[config.mk]
export PLATFORM = sky130hd
export DESIGN_NAME = lcd_write_sequencer
export DESIGN_NICKNAME = d
export VERILOG_FILES = /design/src/rtl/lcd_write_sequencer.sv
export SDC_FILE = /design/constraint.sdc
export NUM_CORES = 1
export LEC_CHECK = 0
export CAP_MARGIN = 30
export CORE_AREA = 8 8 68 70
export DETAILED_ROUTE_END_ITERATION = 16
export DIE_AREA = 0 0 76 78
export GPL_TIMING_DRIVEN = 1
export HOLD_SLACK_MARGIN = 0.15
export PLACE_DENSITY = 0.77
export SLEW_MARGIN = 20
export SYNTH_ARGS = -nofsm -noshare
export SYNTH_HDL_FRONTEND = slang
export SYNTH_SLANG_ARGS = --single-unit
[constraint.sdc]
create_clock -name clk -period 2.9 [get_ports clk]
set_input_delay 0.435 -clock clk [delete_from_list [all_inputs] [get_ports clk]]
set_output_delay 0.435 -clock clk [all_outputs]
set_load 0.005 [all_outputs]
[src/rtl/lcd_write_sequencer.sv]
`default_nettype none
// +--------------------------------------------------------------------------+
// | lcd_write_sequencer: 4-bit HD44780-style byte writer with power-on config |
// | Revision: 1.0                                                            |
// +--------------------------------------------------------------------------+
module lcd_write_sequencer #(
  parameter int unsigned T_SETUP    = 2,
  parameter int unsigned T_E_HIGH   = 12,
  parameter int unsigned T_NIB_GAP  = 50,
  parameter int unsigned T_BYTE_GAP = 2000,
  parameter int unsigned T_CLEAR    = 82000
) (
  input  logic       clk,
  input  logic       reset,
  input  logic       init_done_i,
  input  logic       req_valid_i,
  input  logic       req_rs_i,
  input  logic [7:0] req_data_i,
  output logic       req_ready_o,
  output logic       lcd_e_o,
  output logic       lcd_rs_o,
  output logic       lcd_rw_o,
  output logic [3:0] lcd_db_o,
  output logic       busy_o,
  output logic       cfg_done_o
);

  typedef enum logic [3:0] {
    WAIT_INIT = 4'd0,
    CFG_LOAD  = 4'd1,
    SETUP_HI  = 4'd2,
    E_HI      = 4'd3,
    GAP_NIB   = 4'd4,
    SETUP_LO  = 4'd5,
    E_LO      = 4'd6,
    GAP_BYTE  = 4'd7,
    IDLE      = 4'd8
  } state_t;

  localparam logic [16:0] C_SETUP_LAST = 17'(T_SETUP - 1);
  localparam logic [16:0] C_E_LAST     = 17'(T_E_HIGH - 1);
  localparam logic [16:0] C_NIB_LAST   = 17'(T_NIB_GAP - 1);
  localparam logic [16:0] C_BYTE_LAST  = 17'(T_BYTE_GAP - 1);
  localparam logic [16:0] C_CLEAR_LAST = 17'(T_CLEAR - 1);

  state_t      state_q, state_d;
  logic [16:0] cnt_q, cnt_d;
  logic [1:0]  idx_q, idx_d;
  logic [7:0]  byte_q, byte_d;
  logic        rs_q, rs_d;
  logic        cfg_done_q, cfg_done_d;

  logic [7:0]  rom_byte;
  logic [16:0] dwell_last;
  logic        dwell_done;
  logic        is_clear;

  always_comb begin
    case (idx_q)
      2'd0:    rom_byte = 8'h28;
      2'd1:    rom_byte = 8'h06;
      2'd2:    rom_byte = 8'h0C;
      default: rom_byte = 8'h01;
    endcase
  end

  // The clear command needs the long settle time whoever issued it.
  assign is_clear = (byte_q == 8'h01) && !rs_q;

  always_comb begin
    case (state_q)
      SETUP_HI, SETUP_LO: dwell_last = C_SETUP_LAST;
      E_HI, E_LO:         dwell_last = C_E_LAST;
      GAP_NIB:            dwell_last = C_NIB_LAST;
      GAP_BYTE:           dwell_last = is_clear ? C_CLEAR_LAST : C_BYTE_LAST;
      default:            dwell_last = '0;
    endcase
  end

  assign dwell_done = (cnt_q == dwell_last);

  always_ff @(posedge clk) begin
    if (reset) begin
      state_q    <= WAIT_INIT;
      cnt_q      <= '0;
      idx_q      <= '0;
      byte_q     <= '0;
      rs_q       <= 1'b0;
      cfg_done_q <= 1'b0;
    end else begin
      state_q    <= state_d;
      cnt_q      <= cnt_d;
      idx_q      <= idx_d;
      byte_q     <= byte_d;
      rs_q       <= rs_d;
      cfg_done_q <= cfg_done_d;
    end
  end

  always_comb begin
    state_d    = state_q;
    cnt_d      = cnt_q + 17'd1;
    idx_d      = idx_q;
    byte_d     = byte_q;
    rs_d       = rs_q;
    cfg_done_d = cfg_done_q;
    case (state_q)
      WAIT_INIT: begin
        if (init_done_i) begin
          state_d = CFG_LOAD;
          idx_d   = 2'd0;
        end
      end
      CFG_LOAD: begin
        byte_d  = rom_byte;
        rs_d    = 1'b0;
        state_d = SETUP_HI;
      end
      SETUP_HI: if (dwell_done) state_d = E_HI;
      E_HI:     if (dwell_done) state_d = GAP_NIB;
      GAP_NIB:  if (dwell_done) state_d = SETUP_LO;
      SETUP_LO: if (dwell_done) state_d = E_LO;
      E_LO:     if (dwell_done) state_d = GAP_BYTE;
      GAP_BYTE: begin
        if (dwell_done) begin
          if (!cfg_done_q && idx_q != 2'd3) begin
            idx_d   = idx_q + 2'd1;
            state_d = CFG_LOAD;
          end else begin
            if (!cfg_done_q) cfg_done_d = 1'b1;
            state_d = IDLE;
          end
        end
      end
      IDLE: begin
        if (req_valid_i) begin
          byte_d  = req_data_i;
          rs_d    = req_rs_i;
          state_d = SETUP_HI;
        end
      end
      default: state_d = WAIT_INIT;
    endcase
    if (state_d != state_q || state_q == WAIT_INIT || state_q == IDLE) cnt_d = '0;
  end

  always_comb begin
    lcd_e_o  = (state_q == E_HI) || (state_q == E_LO);
    lcd_rw_o = 1'b0;
    case (state_q)
      SETUP_HI, E_HI: lcd_db_o = byte_q[7:4];
      SETUP_LO, E_LO: lcd_db_o = byte_q[3:0];
      default:        lcd_db_o = 4'h0;
    endcase
    case (state_q)
      SETUP_HI, E_HI, GAP_NIB, SETUP_LO, E_LO, GAP_BYTE: lcd_rs_o = rs_q;
      default:                                           lcd_rs_o = 1'b0;
    endcase
  end

  assign req_ready_o = (state_q == IDLE);
  assign busy_o      = (state_q != IDLE);
  assign cfg_done_o  = cfg_done_q;

endmodule
`default_nettype wire
# Yosys cells after proc, flatten, opt, wreduce, memory -nomap -nowiden
# Cells that the tools add are included.
word_totals:
  ff_bits: 33
  wordCells: 71
  out_inout_bits: 10
  in_bits: 13
op_classes:
  n_mux: 23
  n_reduce_logical: 20
  n_eq_ne: 19
  bitwise_logic: 1
  n_addsub: 2
ops:
  columns: ["cell", "count"]
  rows:
  - ["case mux 17 bit (4 select lines)", 1]
  - ["two-way mux 4 bit", 9]
  - ["case mux 4 bit (9 select lines)", 1]
  - ["case mux 6 bit (3 select lines)", 1]
  - ["adder 17 x 1 -> 17 bit, second input constant", 1]
  - ["== test 17 bit", 1]
  - ["two-way mux 17 bit", 1]
  - ["== test 4 x 3 -> 1 bit, second input constant", 4]
  - ["case mux 8 bit (2 select lines)", 1]
  - ["!= test 2 bit, second input constant", 5]
  - ["OR reduction 2 bit", 5]
  - ["== test 4 x 2 -> 1 bit, second input constant", 2]
  - ["== test 8 x 1 -> 1 bit, second input constant", 1]
  - ["two-way mux 8 bit", 1]
  - ["case mux 4 bit (2 select lines)", 1]
  - ["two-way mux 2 bit", 3]
  - ["OR reduction 6 bit", 1]
  - ["== test 4 x 1 -> 1 bit, second input constant", 1]
  - ["== test 4 bit, second input constant", 1]
  - ["logical NOT 4 bit", 1]
  - ["!= test 4 bit", 1]
  - ["!= test 4 bit, second input constant", 1]
  - ["case mux 2 bit (2 select lines)", 1]
  - ["AND reduction 4 bit", 1]
  - ["13 further kinds", 19]

# Longest topological paths before layout
depth:
  ltp_word: 11
  ltp_mapped: 8
  depth_no_buf: 6

# Least setup slack after synthesis
# Ideal clock, no wire load.
synth_path:
  path_kind: "reg-to-reg"
  startpoint: "register state_q[3]"
  endpoint: "register idx_q[1]"
  t_arrival_ns: 2.301
  t_required_ns: 2.826
  path_buffers: 1
  setup_slack_ns: 0.525
  path_stages_with_launch: 8
  setup_time_ns: 0.074
  path_cell_list: "dfxtp_1 buf_6 nand4b_1 a31o_2 mux2i_1 or4_4 or4_1 a31oi_1"
synth_via:
  elab_chain_len: 6
  word_cells_on_any_way: 17
synth_lines:
  columns: ["item", "line", "text"]
  rows:
  - ["start: declaration", "46", "state_t state_q, state_d;"]
  - ["start signal: assignment", "91", "state_q <= state_d;"]
  - ["== test 4 x 2 -> 1 bit or == test 4 x 3 -> 1 bit (tied branches)", "71", "case (state_q)"]
  - ["OR reduction 2 bit", "71", null]
  - ["case mux 17 bit (4 select lines)", "71", null]
  - ["== test 17 bit", "80", "assign dwell_done = (cnt_q == dwell_last);"]
  - ["!= test 2 bit (no line)", null, null]
  - ["AND reduction 4 bit (no line)", null, null]
  - ["end signal: assignment", "93", "idx_q <= idx_d;"]
  - ["end: declaration", "48", "logic [1:0] idx_q, idx_d;"]
# Several ways; a longest one is shown, not always the timed one.
# A chain may end at the register's enable or synchronous reset.

# Worst setup path after layout
layout_path:
  startpoint: "register state_q[2]"
  endpoint: "register idx_q[1]"
# The elaborated chain is that of the path after synthesis.

==> flow_metrics.py <==
metrics = {
    "outcome": {
        "run_status": "complete, no violations",
    },
    "synth": {
        "number_of_enable_flip_flop_cells_after_synthesis": 0,
        "seq_cells_post_synth": 33,
        "synth_top_cell_by_area": "dfxtp_1",
        "synth_sequential_area_ratio": 0.3518,
        "yosysWarnings": 0,
        "yosysTopAreaCellShare": 0.3518,
        "postSynthNetCount": 253,
        "most_area_consuming_cells_after_synthesis": "dfxtp_1 (35%), nor2_1 (7.8%), xor2_1 (4.7%), nand2_1 (4.6%), nand3_1 (4.0%)",
        "netlist_area_before_placement_mm2": 0.001878,
        "post_synth_num_cell_types": 52,
        "syn_inst_count": 235,
        "synthesis.area_per_instance_um2": 7.992,
        "postSynth.asyncResetShare": 0,
        "synth_ff_type": "dfxtp_1",
    },
    "detailed_routing": {
        "antenna_left": 0,
        "drt-met1-wl_um": 1920,
        "top_layer": "met4",
        "route.detailed.wl_per_inst_um": 13.60,
        "postRouteWirelength_um": 4203,
        "drcViolationCount": 0,
        "routed-wl-met3_um": 153,
        "avgViaCountPerCell": 5.366,
        "starting_drt_drc_count": 112,
        "detailedRoute.firstPassIterationCount": 4,
        "detailroute.via_count": 1658,
        "wl_met2_um": 2042,
    },
    "setup_path": {
        "data_arrival_time_of_the_critical_path_ps": 2830,
        "critical-path-max-stage-delay_ps": 610,
        "startpoint_type": "flip-flop",
        "timing.setup.critical_path_class": "flip-flop to flip-flop",
        "cp.required_ps": 3180,
        "critical_path.cell_chain": "or4b_4 > nor2_1 > a21oi_1 > or4_4 > or4_1 > a31oi_1",
        "critical-path-slowest-cell": "dfxtp_1",
        "endpoint_kind": "flip-flop",
        "timing.critical_path.fanout_max": 15,
    },
    "power": {
        "power_per_cell_area_mw_per_mm2": 521.4,
        "power_switching_uw": 377.9,
        "ir_worst_vdd_mv": 0.4366,
        "power.static_leakage_nw": 0.8150,
        "internal-power_uw": 780.8,
        "power.share.combinational": 0.284,
        "p_clk_frac": 0.260,
        "seq_power_share": 0.456,
        "power.share.switching": 0.3262,
    },
    "clock_network": {
        "clock_latency_ps": 340,
        "cts_root_buf": "clkbuf_4",
        "cts_made_buffers": 5,
        "ctsHoldBuffers": 0,
        "tritoncts": "yes",
        "cts_repair_resize_count": 0,
        "sink_count_of_the_clock_tree": 33,
        "clockBufferDepth": 2,
        "clk_transition_reported_paths_ps": 100,
        "htree_levels": 2,
        "postCtsSetupBuffers": 0,
    },
    "sta": {
        "timing.max_slew.rel_slack": 0.5936,
        "hold_fails_final_rpt": 0,
        "fin_setup_tns_ps": 0,
        "final-setup-viol-count": 0,
        "slew_violations": 0,
        "final_critical_path_share_of_the_clock_period": 0.8780,
        "timing_worst_slew_pin_value_ps": 603.2,
        "clock.fmax_ghz": 0.3927,
        "rsz_0062_raised_after_global_routing": "false",
        "finalWorstPathRequiredPeriod_ps": 2546,
        "clock_skew_ps": 5.932,
        "finalHoldWorstSlack_ps": 495.9,
    },
    "floorplan": {
        "design.portCount": 23,
        "die_footprint_mm2": 0.005928,
        "fp.dieW_um": 76,
        "core_area_mm2": 0.003551,
        "initial_utilization": 0.5289,
        "rows": 22,
        "die_h_um": 78,
    },
    "placement": {
        "hpwl_um": 3189,
        "portBuffers": 21,
        "routabilityCongestion": 0.8338,
        "post-place-cells": 301,
    },
    "final_layout": {
        "area_of_combinational_cells_with_multiple_inputs_mm2": 0.001135,
        "insertedDiodeCount": 0,
        "final_layout_size_suffix_gt1_frac": 0.09195,
        "area_delta_synth_final_pct": 18.32,
        "fillers": 325,
        "finish.net_count": 278,
        "register_area_um2": 660.6,
        "post_route_non_filler_standard_cell_count": 309,
        "final_core_util": 0.6258,
    },
    "global_route": {
        "track_usage": 0.1487,
        "globalRoute.totalOverflow": 0,
        "grt_max_degree": 19,
        "grt_antenna_before_repair": 0,
        "wire_length_of_the_first_global_routing_pass_um": 7348,
        "first_global_vias": 1638,
    },
    "run": {
        "timing.max_cap.violations": 0,
    },
    "worst_hold_path": {
        "hold_path_class": "flip-flop to flip-flop",
    },
}
[layout by cell type (no fill, tap or decap), drive strengths merged, types with 2 or more instances in the layout]
master / n
nor4: 5
a21oi: 10
or4: 2
nor3: 8
or3: 2
nor2b: 4
and4: 3
nand2: 23
nor2: 39
or2: 2
a2bb2oi: 2
mux2i: 4
and3: 2
xnor2: 8
a311oi: 4
a22oi: 4
inv: 7
dfxtp: 33
xor2: 10
and2: 3
clkbuf: 7
ha: 5
nand2b: 5
nand3: 15
o211ai: 2
o21ai: 2
clkdlybuf4s50: 21
buf: 8
[logic make-up after synthesis]
logic type      share of synthesized area
flops                              0.3518
other cells                      0.001997
simple gates                       0.3258
buf+inv                           0.04397
compound gates                     0.1379
xor+xnor                          0.08394
mux                               0.02132
fa+ha+maj                         0.03331
[power groups by stage]
stage / logic [mW] / registers, mW / clock network [mW]
floorplan: 0.245 / 0.520 / 0
global placement: 0.325 / 0.537 / 0
detailed placement: 0.329 / 0.538 / 0
CTS: 0.330 / 0.528 / 0.307
global route: 0.367 / 0.535 / 0.326
finish: 0.330 / 0.528 / 0.301
[cells in the mapped netlist (4+ instances only)]
cell type and instances:
a22oi_1 4, xnor2_1 8, ha_1 5, nand2_1 23, mux2i_1 4, nor2_1 39
inv_1 7, a311oi_1 4, clkbuf_1 5, nand2b_1 5, a21oi_1 10, dfxtp_1 33
nor2b_1 4, xor2_1 10, nand3_1 15, nor3_1 8
[routing by layer]
metal | track usage | up-vias
li1 | - | 872
met1 | 0.1685 | 754
met2 | 0.2494 | 24
met3 | 0.04724 | 8
met4 | 0.06863 | 0
met5 | 0 | -
[worst max-delay path, delay by kind of cell, from the launching register on]
kind	cells	cell delay (ps)
DFF	1	610
AOI/OAI and AO/OA	2	230
and+or+nand+nor	4	1660
[final cells by class]
| class | instances | area share |
|---|---|---|
| sequential | 33 | 0.2973 |
| clock inverter | 1 | 0.002252 |
| inverter | 7 | 0.01182 |
| timing repair buffer | 29 | 0.1216 |
| clock buffer | 7 | 0.02928 |
| multi-input combinational | 184 | 0.5107 |
| tap | 48 | 0.02703 |
[sequential cells by signal (all words and copies together) (netlist names)]
name / cells
state_q: 4
cfg_done_o: 1
cnt_q: 17
idx_q: 2
rs_q: 1
byte_q: 8
[path summary, 6_finish.rpt]
path | start | to | slack, ps | cells past startpoint
max | state_q[2]$_SDFF_PP0_ | idx_q[1]$_SDFFE_PP0P_ | 350 | 6
min | byte_q[6]$_SDFFE_PP0P_ | byte_q[6]$_SDFFE_PP0P_ | 500 | 2
max reg2reg | state_q[2]$_SDFF_PP0_ | idx_q[1]$_SDFFE_PP0P_ | 350 | 6
min reg2reg | byte_q[6]$_SDFFE_PP0P_ | byte_q[6]$_SDFFE_PP0P_ | 500 | 2
[through the flow]
stage          instance area [um2]  total power, mW  worst slack, ps
2_1_floorplan                 1878           0.7646            524.5
3_3_place_gp                  2152           0.8617            432.0
3_5_place_dp                  2152           0.8670            381.9
4_1_cts                       2222            1.164            366.1
5_1_grt                       2222            1.228            247.9
6_report                      2222            1.159            353.7
No activity file was read; power rests on OpenSTA's default activity.
==> patch 1 (same settings) <==
Encoding of `state_t`: now one-hot (9 bits for 9 states).
--- a/src/rtl/lcd_write_sequencer.sv
+++ b/src/rtl/lcd_write_sequencer.sv
@@ -25,16 +25,16 @@
   output logic       cfg_done_o
 );
 
-  typedef enum logic [3:0] {
-    WAIT_INIT = 4'd0,
-    CFG_LOAD  = 4'd1,
-    SETUP_HI  = 4'd2,
-    E_HI      = 4'd3,
-    GAP_NIB   = 4'd4,
-    SETUP_LO  = 4'd5,
-    E_LO      = 4'd6,
-    GAP_BYTE  = 4'd7,
-    IDLE      = 4'd8
+  typedef enum logic [8:0] {
+    WAIT_INIT = 9'b000000001,
+    CFG_LOAD  = 9'b000000010,
+    SETUP_HI  = 9'b000000100,
+    E_HI      = 9'b000001000,
+    GAP_NIB   = 9'b000010000,
+    SETUP_LO  = 9'b000100000,
+    E_LO      = 9'b001000000,
+    GAP_BYTE  = 9'b010000000,
+    IDLE      = 9'b100000000
   } state_t;
 
   localparam logic [16:0] C_SETUP_LAST = 17'(T_SETUP - 1);
Check against the original RTL: no difference found for any inputs over 10 cycles, from zero or initial values and one cycle with reset high; not proved beyond that.
==> patch 1 against the unedited design <==
Critical path depth stayed put. Clock skew grew 0.0015 ns. Maximum frequency is 8.6% lower. Sequential cell count increased by 5. Area after synthesis increased by 25%. Clock power shrank 2%. Die area unchanged. Wire length increased by 36%. Synthesized cell count up 23%. Worst setup slack got worse by 0.24 ns. Design area grew 23%. Total power shrank 16%.
==> patch 1: results (changes against the unedited design) <==
depth of the worst register-to-register path: 11 (was 6)
via count: 2209 (was 1658)
CP peak stage delay: 0.50 ns (was 0.61 ns)
run status: complete, no violations (unchanged)
Synth cell types: 57 (was 52)
net count reported at finish: 335 (was 278)
registers with the highest flip-flop counts: cnt_q: 17 flops, state_q: 9 flops, byte_q: 8 flops (was cnt_q: 17 flops, byte_q: 8 flops, state_q: 4 flops)
peak fanout along the critical path: 6 (was 15)
leading cell types by total area after synthesis: sky130_fd_sc_hd__dfxtp_1 32%, sky130_fd_sc_hd__nor2_1 8.1%, sky130_fd_sc_hd__xor2_1 4.8% (was sky130_fd_sc_hd__dfxtp_1 35%, sky130_fd_sc_hd__nor2_1 7.8%, sky130_fd_sc_hd__xor2_1 4.7%)
critical-path cell with the highest stage delay: sky130_fd_sc_hd__clkdlybuf4s50_1 (was sky130_fd_sc_hd__dfxtp_1)
vias in the first global route: 2137 (was 1638)
Psw: 263 µW (was 378 µW)
share of final-layout standard cells stronger than drive strength 1: 14.5% (was 9.20%)
Worst Hold Launch: byte_q[3] (was byte_q[6])
Worst Skew: 0.00742 ns (was 0.00593 ns)
Worst path top cell family by delay: buffers and inverters (was simple AND/OR/NAND/NOR gates)
routed wirelength normalized by instance count: 15.6 µm (was 13.6 µm)
number of fillers in the final layout: 289 (was 325)
worst hold endpoint: byte_q[3] (was byte_q[6])
leakage power figure: 0.00101 µW (was 0.000815 µW)
transition time of the tightest slew-check pin: 0.712 ns (was 0.603 ns)
first-pass GRT wire length: 9710 µm (was 7350 µm)
placed wire-length estimate after detailed placement: 4120 µm (was 3190 µm)
signal arrival time at the worst endpoint: 2.35 ns (was 2.83 ns)
Placement Cell Area: 2590 µm² (was 2150 µm²)
## patch 1: logic make-up after synthesis
| family | Yosys count | share of synthesized area (%) |
|---|---|---|
| AOI/OAI and AO/OA | 57 | 18.6 |
| DFF | 38 | 32.3 |
| and+or+nand+nor | 137 | 30.5 |
| muxes | 3 | 1.27 |
| other | 1 | 0.159 |
| xor gates and xnor gates | 21 | 7.81 |
| adders and majority gates | 5 | 2.66 |
| buffers and inverters | 27 | 6.64 |
## patch 1: metrics by stage
stage | setup WS [ns] | std cells | hold slack (ns)
final | 0.114 | 366 | 0.493
after global routing | 0.0119 | 366 | 0.507
after CTS | 0.0177 | 363 | 0.493
after detailed placement | 0.0354 | 352 | 0.470
after global placement | 0.0982 | 352 | 0.466
after floorplan | 0.615 | 289 | 0.437
## patch 1: worst register-to-register path: cells and delay by family, from the launching register on
family	cells	cell delay [ns]
AND/OR/NAND/NOR	1	0.15
multiplexers	1	0.24
AO/OA/AOI/OAI	4	0.97
buffers and inverters	4	0.69
XOR/XNOR	1	0.09
flip-flops	1	0.41
## patch 1: final cells by class
class / instances / area, µm² / share of cell area, %
multi-input combinational: 224 / 1450 / 53.4
sequential: 38 / 768 / 28.2
timing repair buffer: 39 / 345 / 12.7
tap: 48 / 60.1 / 2.20
clock buffer: 6 / 51.3 / 1.88
inverter: 9 / 33.8 / 1.24
clock inverter: 2 / 12.5 / 0.459
## patch 1: worst max path at each step
stage	startpoint	depth (start not counted)	end	slack, ns
floorplan	state_q[4]	10	cnt_q[5]	0.61
global placement	state_q[8]	7	cnt_q[4]	0.1
detailed placement	state_q[8]	7	cnt_q[10]	0.04
CTS	state_q[7]	6	lcd_rs_o	0.02
global route	state_q[7]	6	lcd_db_o[0]	0.01
finish	state_q[7]	6	lcd_db_o[1]	0.11
## patch 1: routing by layer
layer	GRT usage, %	wire length [µm]	vias up
met4	7.65	76	0
li1	-	-	1094
met5	0	0	-
met1	23.4	2530	1041
met2	32.3	2810	63
met3	4.61	279	11
## patch 1: power groups by stage
stage	clock, µW	sequential, µW	combinational (µW)
5_1_grt	322	538	153
6_report	295	537	141
3_5_place_dp	0	549	129
3_3_place_gp	0	549	127
2_1_floorplan	0	545	92.1
4_1_cts	299	537	135
## patch 1: what timing repair did
| action | CTS | global route |
|---|---|---|
| setup buffers | 3 | 3 |
| gates cloned | 0 | 0 |
| pin swaps | 2 | 2 |
| hold endpoints to repair | 0 | 0 |
| hold buffers | 0 | 0 |
| setup endpoints to repair | 7 | 29 |
| gates resized for setup | 1 | 10 |
==> patch 2 (same settings) <==
Without the edit above. The parameter `T_E_HIGH` goes from 12 to 8.
--- a/src/rtl/lcd_write_sequencer.sv
+++ b/src/rtl/lcd_write_sequencer.sv
@@ -5,7 +5,7 @@
 // +--------------------------------------------------------------------------+
 module lcd_write_sequencer #(
   parameter int unsigned T_SETUP    = 2,
-  parameter int unsigned T_E_HIGH   = 12,
+  parameter int unsigned T_E_HIGH   = 8,
   parameter int unsigned T_NIB_GAP  = 50,
   parameter int unsigned T_BYTE_GAP = 2000,
   parameter int unsigned T_CLEAR    = 82000
Check against the original RTL: same outputs for any inputs over 10 cycles, from zero or initial values and one cycle with reset high; that may be too few to reach the edited logic, so the function may still have changed.
==> patch 2 against the unedited design <==
Count of clock-buffer cells in the layout is the same. Clock skew grew 0.0025 ns. Die area is the same. Non-clock buffer count shrank 5. Total power grew 26%. Combinational power grew 52%. Design area grew 1.0%. Area after synthesis grew 2.7%. Register-to-register slack gained 0.04 ns. Sequential cell count is the same. Sequential power grew 12%. Wire length grew 2.5%. Worst hold slack lost 0.0028 ns. Worst setup slack lost 0.099 ns. Largest power group unchanged.
==> patch 2: results (changes against the unedited design) <==
run status: complete, no violations (unchanged)
Logic inverters: 9 (was 7)
Clock Network Area Fraction: 3.79% (was 3.15%)
minimum hold slack: 0.493 ns (was 0.496 ns)
Worst Hold Launch: byte_q[7] (was byte_q[6])
average vias per placed instance: 5.66 (was 5.37)
Worst path top cell family by delay: buffers and inverters (was simple AND/OR/NAND/NOR gates)
fraction of area in registers: 29.4% (was 29.7%)
routed wirelength normalized by instance count: 14.0 µm (was 13.6 µm)
DRC violation total after the first TritonRoute iteration: 191 (was 112)
pre-CTS setup slack: 0.422 ns (was 0.382 ns)
count of buffers not belonging to the clock network in the layout: 24 (was 29)
Reg2Reg Launch Point: state_q[0] (was state_q[2])
VDD IR-drop max: 0.000277 V (was 0.000437 V)
placed wire-length estimate after detailed placement: 3100 µm (was 3190 µm)
global-route usage over all layers: 15.5% (was 14.9%)
depth of the worst register-to-register path: 7 (was 6)
sequential share of the synthesized area: 34.2% (was 35.2%)
internal power component: 935 µW (was 781 µW)
internal reg-to-reg setup slack: 0.39 ns (was 0.35 ns)
Net Count, Synth: 256 (was 253)
first-pass GRT wire length: 7490 µm (was 7350 µm)
net count reported at finish: 276 (was 278)
critical register-to-register path endpoint: cnt_q[9] (was idx_q[1])
worst hold endpoint: byte_q[7] (was byte_q[6])
vias in the first global route: 1648 (was 1638)
CP peak stage delay: 0.63 ns (was 0.61 ns)
share of final-layout standard cells stronger than drive strength 1: 7.72% (was 9.20%)
Synth cell types: 53 (was 52)
combinational power share: 34.2% (was 28.4%)
most frequent cells after synthesis: 41 x sky130_fd_sc_hd__nor2_1, 33 x sky130_fd_sc_hd__dfxtp_1, 18 x sky130_fd_sc_hd__nand2_1 (was 39 x sky130_fd_sc_hd__nor2_1, 33 x sky130_fd_sc_hd__dfxtp_1, 23 x sky130_fd_sc_hd__nand2_1)
weighted congestion at the end of routability-driven global placement: 0.817 (was 0.834)
Worst Skew: 0.00840 ns (was 0.00593 ns)
worst setup path endpoint: lcd_db_o[1] (was idx_q[1])
transition time of the tightest slew-check pin: 0.558 ns (was 0.603 ns)
number of fillers in the final layout: 308 (was 325)
net switching fraction of the power: 36.1% (was 32.6%)
signal arrival time at the worst endpoint: 2.21 ns (was 2.83 ns)
final worst-path cycle share: 91.2% (was 87.8%)
Final non-clock buffer share: 10.4% (was 12.2%)
count of multi-input gates: 185 (was 184)
fraction of power consumed by the clock network: 25.2% (was 26.0%)
[patch 2: changes by cell type after synthesis, sizes merged, moves of 3 or more]
cell	change
nor4	-3
o31ai	+3
nand4	+6
o21ai	+4
nor2	+3
nand2	-5
mux2i	-3
[patch 2: per-layer routing]
layer	up-vias	share of wire (%)	track usage [%]	wire length [µm]
li1	874	-	-	-
met1	813	49	19.6	2130
met2	42	43	22.4	1850
met3	10	5.4	5.53	233
met4	0	2.2	8.24	95
met5	-	0	0	0
[patch 2: per-stage QoR]
step,area (µm²),instances
after floorplan,1930,238
after global placement,2160,299
after detailed placement,2160,299
after CTS,2240,307
after global routing,2240,307
final,2240,307
[patch 2: cell families after synthesis]
kind of cell	Yosys count	synth area share [%]
compound gates	44	18.4
xor+xnor	18	8.17
fa+ha+maj	5	3.24
buf+inv	20	4.99
flops	33	34.2
mux	2	1.10
other cells	1	0.194
simple gates	115	29.7
